===== src/rtl/mem_arb_ctrl.sv =====
// Multi-port arbiter that serialises one granted load/store into byte-wide memory accesses.
// Load done at G+2+L, store done at G+1+L plus IO-stall cycles; rdy_in low freezes all state.
module mem_arb_ctrl #(
  parameter int NUM_PORTS = 2,
  parameter int ARB_MODE  = 1,
  parameter int MAX_BYTES = 4
) (
  input  logic                   clk_in,
  input  logic                   rst_in,
  input  logic                   rdy_in,
  input  logic [NUM_PORTS-1:0]   req_valid,
  input  logic [NUM_PORTS-1:0]   req_wr,
  input  logic [NUM_PORTS*32-1:0] req_addr,
  input  logic [NUM_PORTS*3-1:0] req_len,
  input  logic [NUM_PORTS*32-1:0] req_wdata,
  input  logic [NUM_PORTS-1:0]   flush_in,
  output logic [NUM_PORTS-1:0]   gnt,
  output logic [NUM_PORTS-1:0]   done,
  output logic [31:0]            rdata,
  output logic                   busy,
  input  logic [7:0]             mem_din,
  output logic [7:0]             mem_dout,
  output logic [31:0]            mem_a,
  output logic                   mem_wr,
  input  logic                   io_buffer_full
);

  localparam int PW = (NUM_PORTS > 1) ? $clog2(NUM_PORTS) : 1;
  localparam logic [2:0] MAXB = 3'(MAX_BYTES);
  localparam logic [NUM_PORTS-1:0] ONE = NUM_PORTS'(1);

  typedef enum logic [1:0] {IDLE, READ, WRITE, DONE} state_t;

  state_t          state_q, state_d;
  logic [PW-1:0]   rr_ptr_q, owner_q, sel_idx;
  logic            sel_vld, sel_wr, own_flush;
  logic [31:0]     addr_q, wdata_q, rdata_q, sel_addr, sel_wdata;
  logic [2:0]      len_q, cnt_q, cnt_d, sel_lraw, sel_len;
  logic            resume_q, capture, io_stall;
  logic [NUM_PORTS-1:0] elig;

  assign elig = req_valid & ~flush_in;

  // Round-robin: ports above the last grant first, then wrap to the low ports.
  always_comb begin
    sel_vld = 1'b0;
    sel_idx = '0;
    if (ARB_MODE == 0) begin
      for (int p = 0; p < NUM_PORTS; p++)
        if (!sel_vld && elig[p]) begin
          sel_vld = 1'b1;
          sel_idx = PW'(p);
        end
    end else begin
      for (int p = 0; p < NUM_PORTS; p++)
        if (!sel_vld && elig[p] && (PW'(p) > rr_ptr_q)) begin
          sel_vld = 1'b1;
          sel_idx = PW'(p);
        end
      for (int p = 0; p < NUM_PORTS; p++)
        if (!sel_vld && elig[p] && (PW'(p) <= rr_ptr_q)) begin
          sel_vld = 1'b1;
          sel_idx = PW'(p);
        end
    end
  end

  always_comb begin
    sel_addr  = '0;
    sel_wdata = '0;
    sel_lraw  = '0;
    sel_wr    = 1'b0;
    own_flush = 1'b0;
    for (int p = 0; p < NUM_PORTS; p++) begin
      if (PW'(p) == sel_idx) begin
        sel_addr  = req_addr[p*32 +: 32];
        sel_wdata = req_wdata[p*32 +: 32];
        sel_lraw  = req_len[p*3 +: 3];
        sel_wr    = req_wr[p];
      end
      if (PW'(p) == owner_q) own_flush = flush_in[p];
    end
  end

  assign sel_len = (sel_lraw == 3'd0 || sel_lraw > MAXB) ? MAXB : sel_lraw;

  always_comb begin
    state_d  = state_q;
    cnt_d    = cnt_q;
    gnt      = '0;
    done     = '0;
    mem_wr   = 1'b0;
    capture  = 1'b0;
    io_stall = 1'b0;
    mem_a    = addr_q + 32'(cnt_q);
    mem_dout = 8'(wdata_q >> {cnt_q[1:0], 3'b000});
    case (state_q)
      IDLE: begin
        if (sel_vld) begin
          gnt     = ONE << sel_idx;
          state_d = sel_wr ? WRITE : READ;
          cnt_d   = '0;
        end
      end
      READ: begin
        if (own_flush) begin
          state_d = IDLE;
        end else if (resume_q && cnt_q != 3'd0) begin
          // The response to byte cnt_q-1 arrived during the pause and was lost.
          mem_a = addr_q + 32'(cnt_q) - 32'd1;
        end else begin
          capture = (cnt_q != 3'd0);
          if (cnt_q == len_q) state_d = DONE;
          else                cnt_d   = cnt_q + 3'd1;
        end
      end
      WRITE: begin
        io_stall = io_buffer_full && (mem_a[17:16] == 2'b11);
        mem_wr   = !io_stall;
        if (!io_stall) begin
          if (cnt_q == len_q - 3'd1) state_d = DONE;
          else                       cnt_d   = cnt_q + 3'd1;
        end
      end
      DONE: begin
        if (!own_flush) done = ONE << owner_q;
        state_d = IDLE;
      end
      default: state_d = IDLE;
    endcase
    if (!rdy_in) begin
      state_d = state_q;
      cnt_d   = cnt_q;
      mem_wr  = 1'b0;
      done    = '0;
      gnt     = '0;
      capture = 1'b0;
    end
    if (!rst_in) gnt = '0;
  end

  always_ff @(posedge clk_in or negedge rst_in) begin
    if (!rst_in) begin
      state_q  <= IDLE;
      cnt_q    <= '0;
      rr_ptr_q <= PW'(NUM_PORTS - 1);
      owner_q  <= '0;
      addr_q   <= '0;
      wdata_q  <= '0;
      rdata_q  <= '0;
      len_q    <= '0;
      resume_q <= 1'b0;
    end else begin
      resume_q <= !rdy_in;
      if (rdy_in) begin
        state_q <= state_d;
        cnt_q   <= cnt_d;
        if (state_q == IDLE && sel_vld) begin
          owner_q  <= sel_idx;
          rr_ptr_q <= sel_idx;
          addr_q   <= sel_addr;
          wdata_q  <= sel_wdata;
          len_q    <= sel_len;
          rdata_q  <= '0;
        end
        if (capture) begin
          case (cnt_q)
            3'd1:    rdata_q[7:0]   <= mem_din;
            3'd2:    rdata_q[15:8]  <= mem_din;
            3'd3:    rdata_q[23:16] <= mem_din;
            3'd4:    rdata_q[31:24] <= mem_din;
            default: ;
          endcase
        end
      end
    end
  end

  assign rdata = rdata_q;
  assign busy  = (state_q != IDLE);

endmodule


===== config.mk =====
export PLATFORM = sky130hd
export DESIGN_NAME = mem_arb_ctrl
export DESIGN_NICKNAME = d
export VERILOG_FILES = /design/src/rtl/mem_arb_ctrl.sv
export SDC_FILE = /design/constraint.sdc
export NUM_CORES = 1
export LEC_CHECK = 0
export CELL_PAD_IN_SITES_DETAIL_PLACEMENT = 1
export CELL_PAD_IN_SITES_GLOBAL_PLACEMENT = 2
export CORE_MARGIN = 2
export CORE_UTILIZATION = 30
export CTS_BUF_LIST = sky130_fd_sc_hd__clkbuf_8
export DETAILED_ROUTE_END_ITERATION = 8
export PLACE_DENSITY_LB_ADDON = 0.1
export SYNTH_ARGS = -nofsm -noshare
export SYNTH_HDL_FRONTEND = slang
export SYNTH_SLANG_ARGS = --single-unit

===== constraint.sdc =====
create_clock -name clk_in -period 13.38 [get_ports clk_in]
set_input_delay 4.014 -clock clk_in [delete_from_list [all_inputs] [get_ports clk_in]]
set_output_delay 4.014 -clock clk_in [all_outputs]
set_load 0.02 [all_outputs]

==> reports/qor.yml <==
outcome:
  status: "completed"
power_and_ir_drop:
  power_density_nw_per_um2: 169.5
  vdd_ir_drop_max_mv: 0.07147
  leakagePower_nw: 4.175
placement:
  dpl_worst_slack_ns: 1.583
  numPortBuffers: 229
  place_congestion: 0.8339
  hpwl_um: 17180
  placed_area_um2: 9397
timing:
  finalHoldViolations: 0
  relSlewSlack: 0.3368
  fin_setup_tns_ns: 0
  fmax_ghz: 0.08491
  post-route-period-util: 0.8802
  fin_ws_ns: 1.603
  tightest_slew_ns: 0.9948
  drv_slew: 0
  fin_worst_skew_ns: 0.01662
  final-setup-viol-count: 0
  hold_slack_ns: 0.4949
  period_needed_ns: 11.78
  rsz0062_at_grt: "no"
synth:
  synth_top_area_share: 0.3815
  async_flop_share: 1.000
  synth_common_cells: "nand2_1 (112), o21ai_0 (110), dfrtp_1 (106), mux2i_1 (77), nand3_1 (52)"
  ys_seq_area_frac: 0.3853
  synth_most_common_cell: "nand2_1"
  synth_area_leaders: "dfrtp_1 (38%), mux2i_1 (11%), o21ai_0 (7.9%)"
  synth_edf_count: 0
  avgSynthCellArea_um2: 9.137
  synth_nets: 931
  ys_dominant_reg_cell: "dfrtp_1"
  synth_cell_types: 70
  synthMuxAreaShare: 0.1400
  ys_ff_latch: 107
  mappedNetlistArea_um2: 6953
  synth_top_family_by_area: "simple AND/OR/NAND/NOR gates"
  synthSimpleGateAreaFrac: 0.1967
  synth_adder_area_share: 0.03347
  synth_xor_area_frac: 0.06406
  yosysWarnings: 0
  synth.largest_area_cell: "dfrtp_1"
  synthCells: 761
  synth-compound-area-share: 0.1353
final_layout:
  antenna_cells: 0
  drive_above_1_share: 0.05950
  area_delta_synth_final_pct: 38.38
  final_area_um2: 9622
  finish.utilization: 0.4237
  num-nets-final: 1123
clock_network:
  clk_pin_slew_ns: 0.13
  cts_hold_buf: 0
  clkLatencyLatePin_ns: 0.40
  tritoncts: "yes"
  cts_buffers: 9
  cts_resized: 0
  clkSinkCount: 107
  cts.path.max_buffers: 2
  post_cts_buffers: 0
  clock-root-buffer: "clkbuf_8"
  cts.htree.levels: 3
detailed_routing:
  viasPerCell: 5.018
  drt-total-wl_um: 22130
  post-route-drc-count: 0
  wire_per_inst_um: 17.80
  drtPass1Iterations: 4
  drtIter0Drc: 171
  num_vias: 6237
  ant_nets: 0
grt:
  grt_pass1_vias: 6882
  grt_start_max_net_pins: 113
  grt_use_total: 0.1846
  grt_pass1_wl_um: 35760
  grt_antenna_before_repair: 0
  grt-ovfl-total: 0
critical_path:
  required_ns: 9.37
  slowest_delay_ns: 0.74
  critPathLaunch: "flush_in[1]"
  path_cells: "clkdlybuf4s50_1 > mux2i_1 > nor4bb_1 > nand2_1 > nor3_1 > nand4_1 > mux2i_1 > xor2_1 > clkdlybuf4s50_1"
  path_max_fanout: 5
  r2r-start: "cnt_q[0]$_DFFE_PN0P_"
  cp-end-kind: "primary output"
  critPathSlowestCell: "nor4bb_1"
  startpoint_type: "input port"
  worstSetupPathType: "in2out"
  worstPathArrival_ns: 7.76
  r2r_setup_slack_ns: 9.71
hold_path:
  hold_class: "reg2reg"
  holdCritStartpoint: "wdata_q[23]$_DFFE_PN0P_"
floorplanning:
  start_util: 0.3062
  die_x_um: 156.2
  io-pin-count: 230
  coreArea_um2: 22710
  die_y_um: 156.2
  dieArea_um2: 24410
  row_count: 55
flow_run:
  drv_cap: 0
-- worst max-delay path, delay by kind of cell --
kind | cells | cell delay [ns]
simple gates | 4 | 1.80
mux | 2 | 0.68
xor+xnor | 1 | 0.17
buf+inv | 2 | 1.10
-- state kept, by name, indices dropped and copies added (netlist names) --
register and count:
addr_q 32, rdata 32, wdata_q 32, cnt_q 3
len_q 3, state_q 2, owner_q 1, resume_q 1
rr_ptr_q 1
-- kinds of logic (layout without fill, tap and decap cells) --
logic type / count (synthesis) / after routing
AOI/OAI and AO/OA: 162 / 162
xor gates and xnor gates: 50 / 50
adders and majority gates: 18 / 18
buffers and inverters: 71 / 268
DFF: 107 / 107
muxes: 87 / 87
and+or+nand+nor: 266 / 266
-- final timing paths --
kind,to,cells past startpoint
worst max-delay path,mem_a[27],9
worst min-delay path,wdata_q[23]$_DFFE_PN0P_,2
worst max register to register,state_q[1]$_DFFE_PN0P_,10
worst min register to register,wdata_q[23]$_DFFE_PN0P_,2
max in group asynchronous,wdata_q[5]$_DFFE_PN0P_,2
min in group asynchronous,wdata_q[22]$_DFFE_PN0P_,1
-- placed cells by master (no fill, tap or decap), drive strengths merged, types with 4 or more instances in the layout --
master and instances:
a211oi 4, a21oi 12, a31oi 6, and3 5, buf 4, clkbuf 9
clkdlybuf4s50 228, clkinv 4, dfrtp 106, ha 17, inv 23, mux2i 77
mux4 8, nand2 113, nand3 54, nand4 13, nor2 26, nor3 19
nor4 6, o211ai 5, o21ai 113, o31ai 5, or2 4, or3 6
or4 4, xnor2 30, xor2 20
-- per-layer routing --
metal  wire (um)  global-route usage  vias to the layer above
met1        9620              0.2241                     2982
met3        1332             0.05345                       23
li1            -                   -                     3076
met2       10800              0.3253                      156
met5           0                   0                        -
met4         380             0.03976                        0
-- cell type report --
cell class	instances	area [um^2]
Tap cell	285	356.6
Clock inverter	7	101.3
Inverter	20	75.07
Multi-Input combinational cell	583	3974
Fill cell	2596	13090
Sequential cell	107	2679
Timing Repair Buffer	232	2312
Clock buffer	9	123.9
-- per-stage QoR --
stage | instances | total power, W
after detailed placement | 1227 | 0.001434
final | 1243 | 0.001631
after global routing | 1243 | 0.001769
after global placement | 1227 | 0.001401
after floorplan | 761 | 0.001075
after CTS | 1243 | 0.001659
-- where the power goes --
group          total [W]  internal [W]  leakage [nW]  switching (W)
logic           0.000846      0.000397          2.68       0.000449
registers       0.000568      0.000430          1.38       0.000138
clock network   0.000217     0.0000785         0.110       0.000138
Note: power is estimated with default switching activity, not from simulation.
==> RTL change: new RTL, same settings <==
Re-encode `state_t` (4 states) as one-hot, 4 bits wide.
--- a/src/rtl/mem_arb_ctrl.sv
+++ b/src/rtl/mem_arb_ctrl.sv
@@ -30,5 +30,5 @@
   localparam logic [NUM_PORTS-1:0] ONE = NUM_PORTS'(1);
 
-  typedef enum logic [1:0] {IDLE, READ, WRITE, DONE} state_t;
+  typedef enum logic [3:0] {IDLE = 4'b0001, READ = 4'b0010, WRITE = 4'b0100, DONE = 4'b1000} state_t;
 
   state_t          state_q, state_d;
Behaviour: no difference found for any inputs over 4 cycles, from zero or initial values and one cycle with rst_in low; so few cycles prove little.
==> RTL change against the unedited design <==
- design area rose by 1.7%
- power shrank 7.1%
- sequential cell count increased by 2
- critical path depth up 1
- sequential share of layout area up 0.061 points
- synthesized area is 0.83% higher
- critical path type unchanged
- largest power group unchanged
- wire length is 1.6% higher
- setup slack better by 0.037 ns
- first-iteration DRC count increased by 4.7%
==> RTL change: results (changes against the unedited design) <==
[logic_synthesis]
synth_commonest_cells=o21ai_0, nand2_1, dfrtp_1
yosys_most_used_dff=dfrtp_1
ys_top_cells_by_area=dfrtp_1, mux2i_1, o21ai_0
synth.avg_cell_area_um2=9.00  ; -1.5%
yosysWarnings=0  ; unchanged
synth_nets=943  ; +1.3%
netlist-cell-type-count=67  ; -4.3%
synth_seq_area_share_pct=38.9  ; +0.42 points

[place]
place_area_um2=9570  ; +1.8%
gp_congestion=0.746  ; -11%
hpwl_um=17200  ; about the same

[sta]
fin_worst_skew_ns=0.0209  ; +0.00424 ns
slew_headroom_pct=42.2  ; +8.5 points

[drt]
initialDrtViolationCount=179  ; +4.7%
dr_wl_met2_um=10500  ; -2.7%
met1Wirelength_um=10700  ; +12%
met3_length_um=1100  ; -17%
wl_per_cell_um=17.4  ; -2.4%
vias_per_cell=4.93  ; -1.7%

[power_and_ir_drop]
p_leak_nw=4.17  ; about the same
ir_worst_vdd_mv=0.0608  ; -15%
sw_frac_of_total_pct=43.2  ; -1.2 points
pwr-share-clk_pct=14.3  ; +1.0 points
p_comb_mw=0.737  ; -13%

[cells_and_area]
fin_area_um2=9780  ; +1.7%
fin_cells=1295  ; +4.2%
drive_above_1_share_pct=5.40  ; -0.55 points
nNetsFinal=1141  ; +1.6%
fillerInstances=2610  ; +0.54%

[critical_path]
crit_arrival_ns=7.73  ; -0.03 ns
crit_path_max_fanout=8  ; +3

[clock_tree]
cts_root_buf=clkbuf_8

[grt]
grt_pass1_wl_um=35900  ; +0.35%
met2_usage_pct=30.2  ; -2.3 points
grt_max_degree=93  ; -18%
grtUsageMet3_pct=4.38  ; -0.97 points
grtUsageTotal_pct=18.6  ; +0.17 points
grt_use_met1_pct=25.7  ; +3.3 points
grt_pass1_vias=6555  ; -4.8%

[run_status]
status=completed

==> RTL change: cell types whose count changed in the layout (fill, tap and decap cells not counted), sizes merged, moves of 5 or more <==
cell	change
inv	-6
ha	-6
nand4b	+5
mux2i	-6
nand4	-6
nor4b	+5
a31oi	-6
o21ai	+6
buf	+6
xnor2	+8
and3	+7
==> RTL change: layout make-up <==
cell class / count / share of cell area [%]
clock buffer: 9 / 1.27
timing repair buffer: 238 / 24.1
inverter: 16 / 0.614
sequential: 109 / 27.9
tap: 313 / 4.00
multi-input combinational: 603 / 41.2
clock inverter: 7 / 0.959
==> RTL change: kinds of logic (layout without fill, tap and decap cells) <==
family	after synthesis	count (layout)	synth area share (%)
AO/OA/AOI/OAI	171	171	14.2
XOR/XNOR	57	57	7.12
AND/OR/NAND/NOR	281	281	20.5
flip-flops	109	109	38.9
multiplexers	82	82	13.2
adder cells (fa/ha/maj)	12	12	2.25
buffers and inverters	67	270	3.80
==> RTL change: final timing paths <==
path / from / to / slack [ns] / depth (start not counted)
setup / recovery: flush_in[1] / mem_a[27] / 1.64 / 10
hold / removal: wdata_q[15] / wdata_q[15] / 0.49 / 2
setup reg to reg: cnt_q[1] / cnt_q[0] / 10.08 / 9
hold reg to reg: wdata_q[15] / wdata_q[15] / 0.49 / 2
max in group asynchronous: rst_in / addr_q[19] / 8.48 / 2
min in group asynchronous: rst_in / owner_q / 3.62 / 1
==> RTL change: critical path, cell delays in order <==
cell and delay [ns]:
clkdlybuf4s50_1 0.46, mux2i_1 0.42, nand4_4 0.22, or4_4 0.51, a211oi_4 0.26, and3_1 0.40, nor4b_2 0.43, o21ai_0 0.21
xor2_1 0.17, clkdlybuf4s50_1 0.62
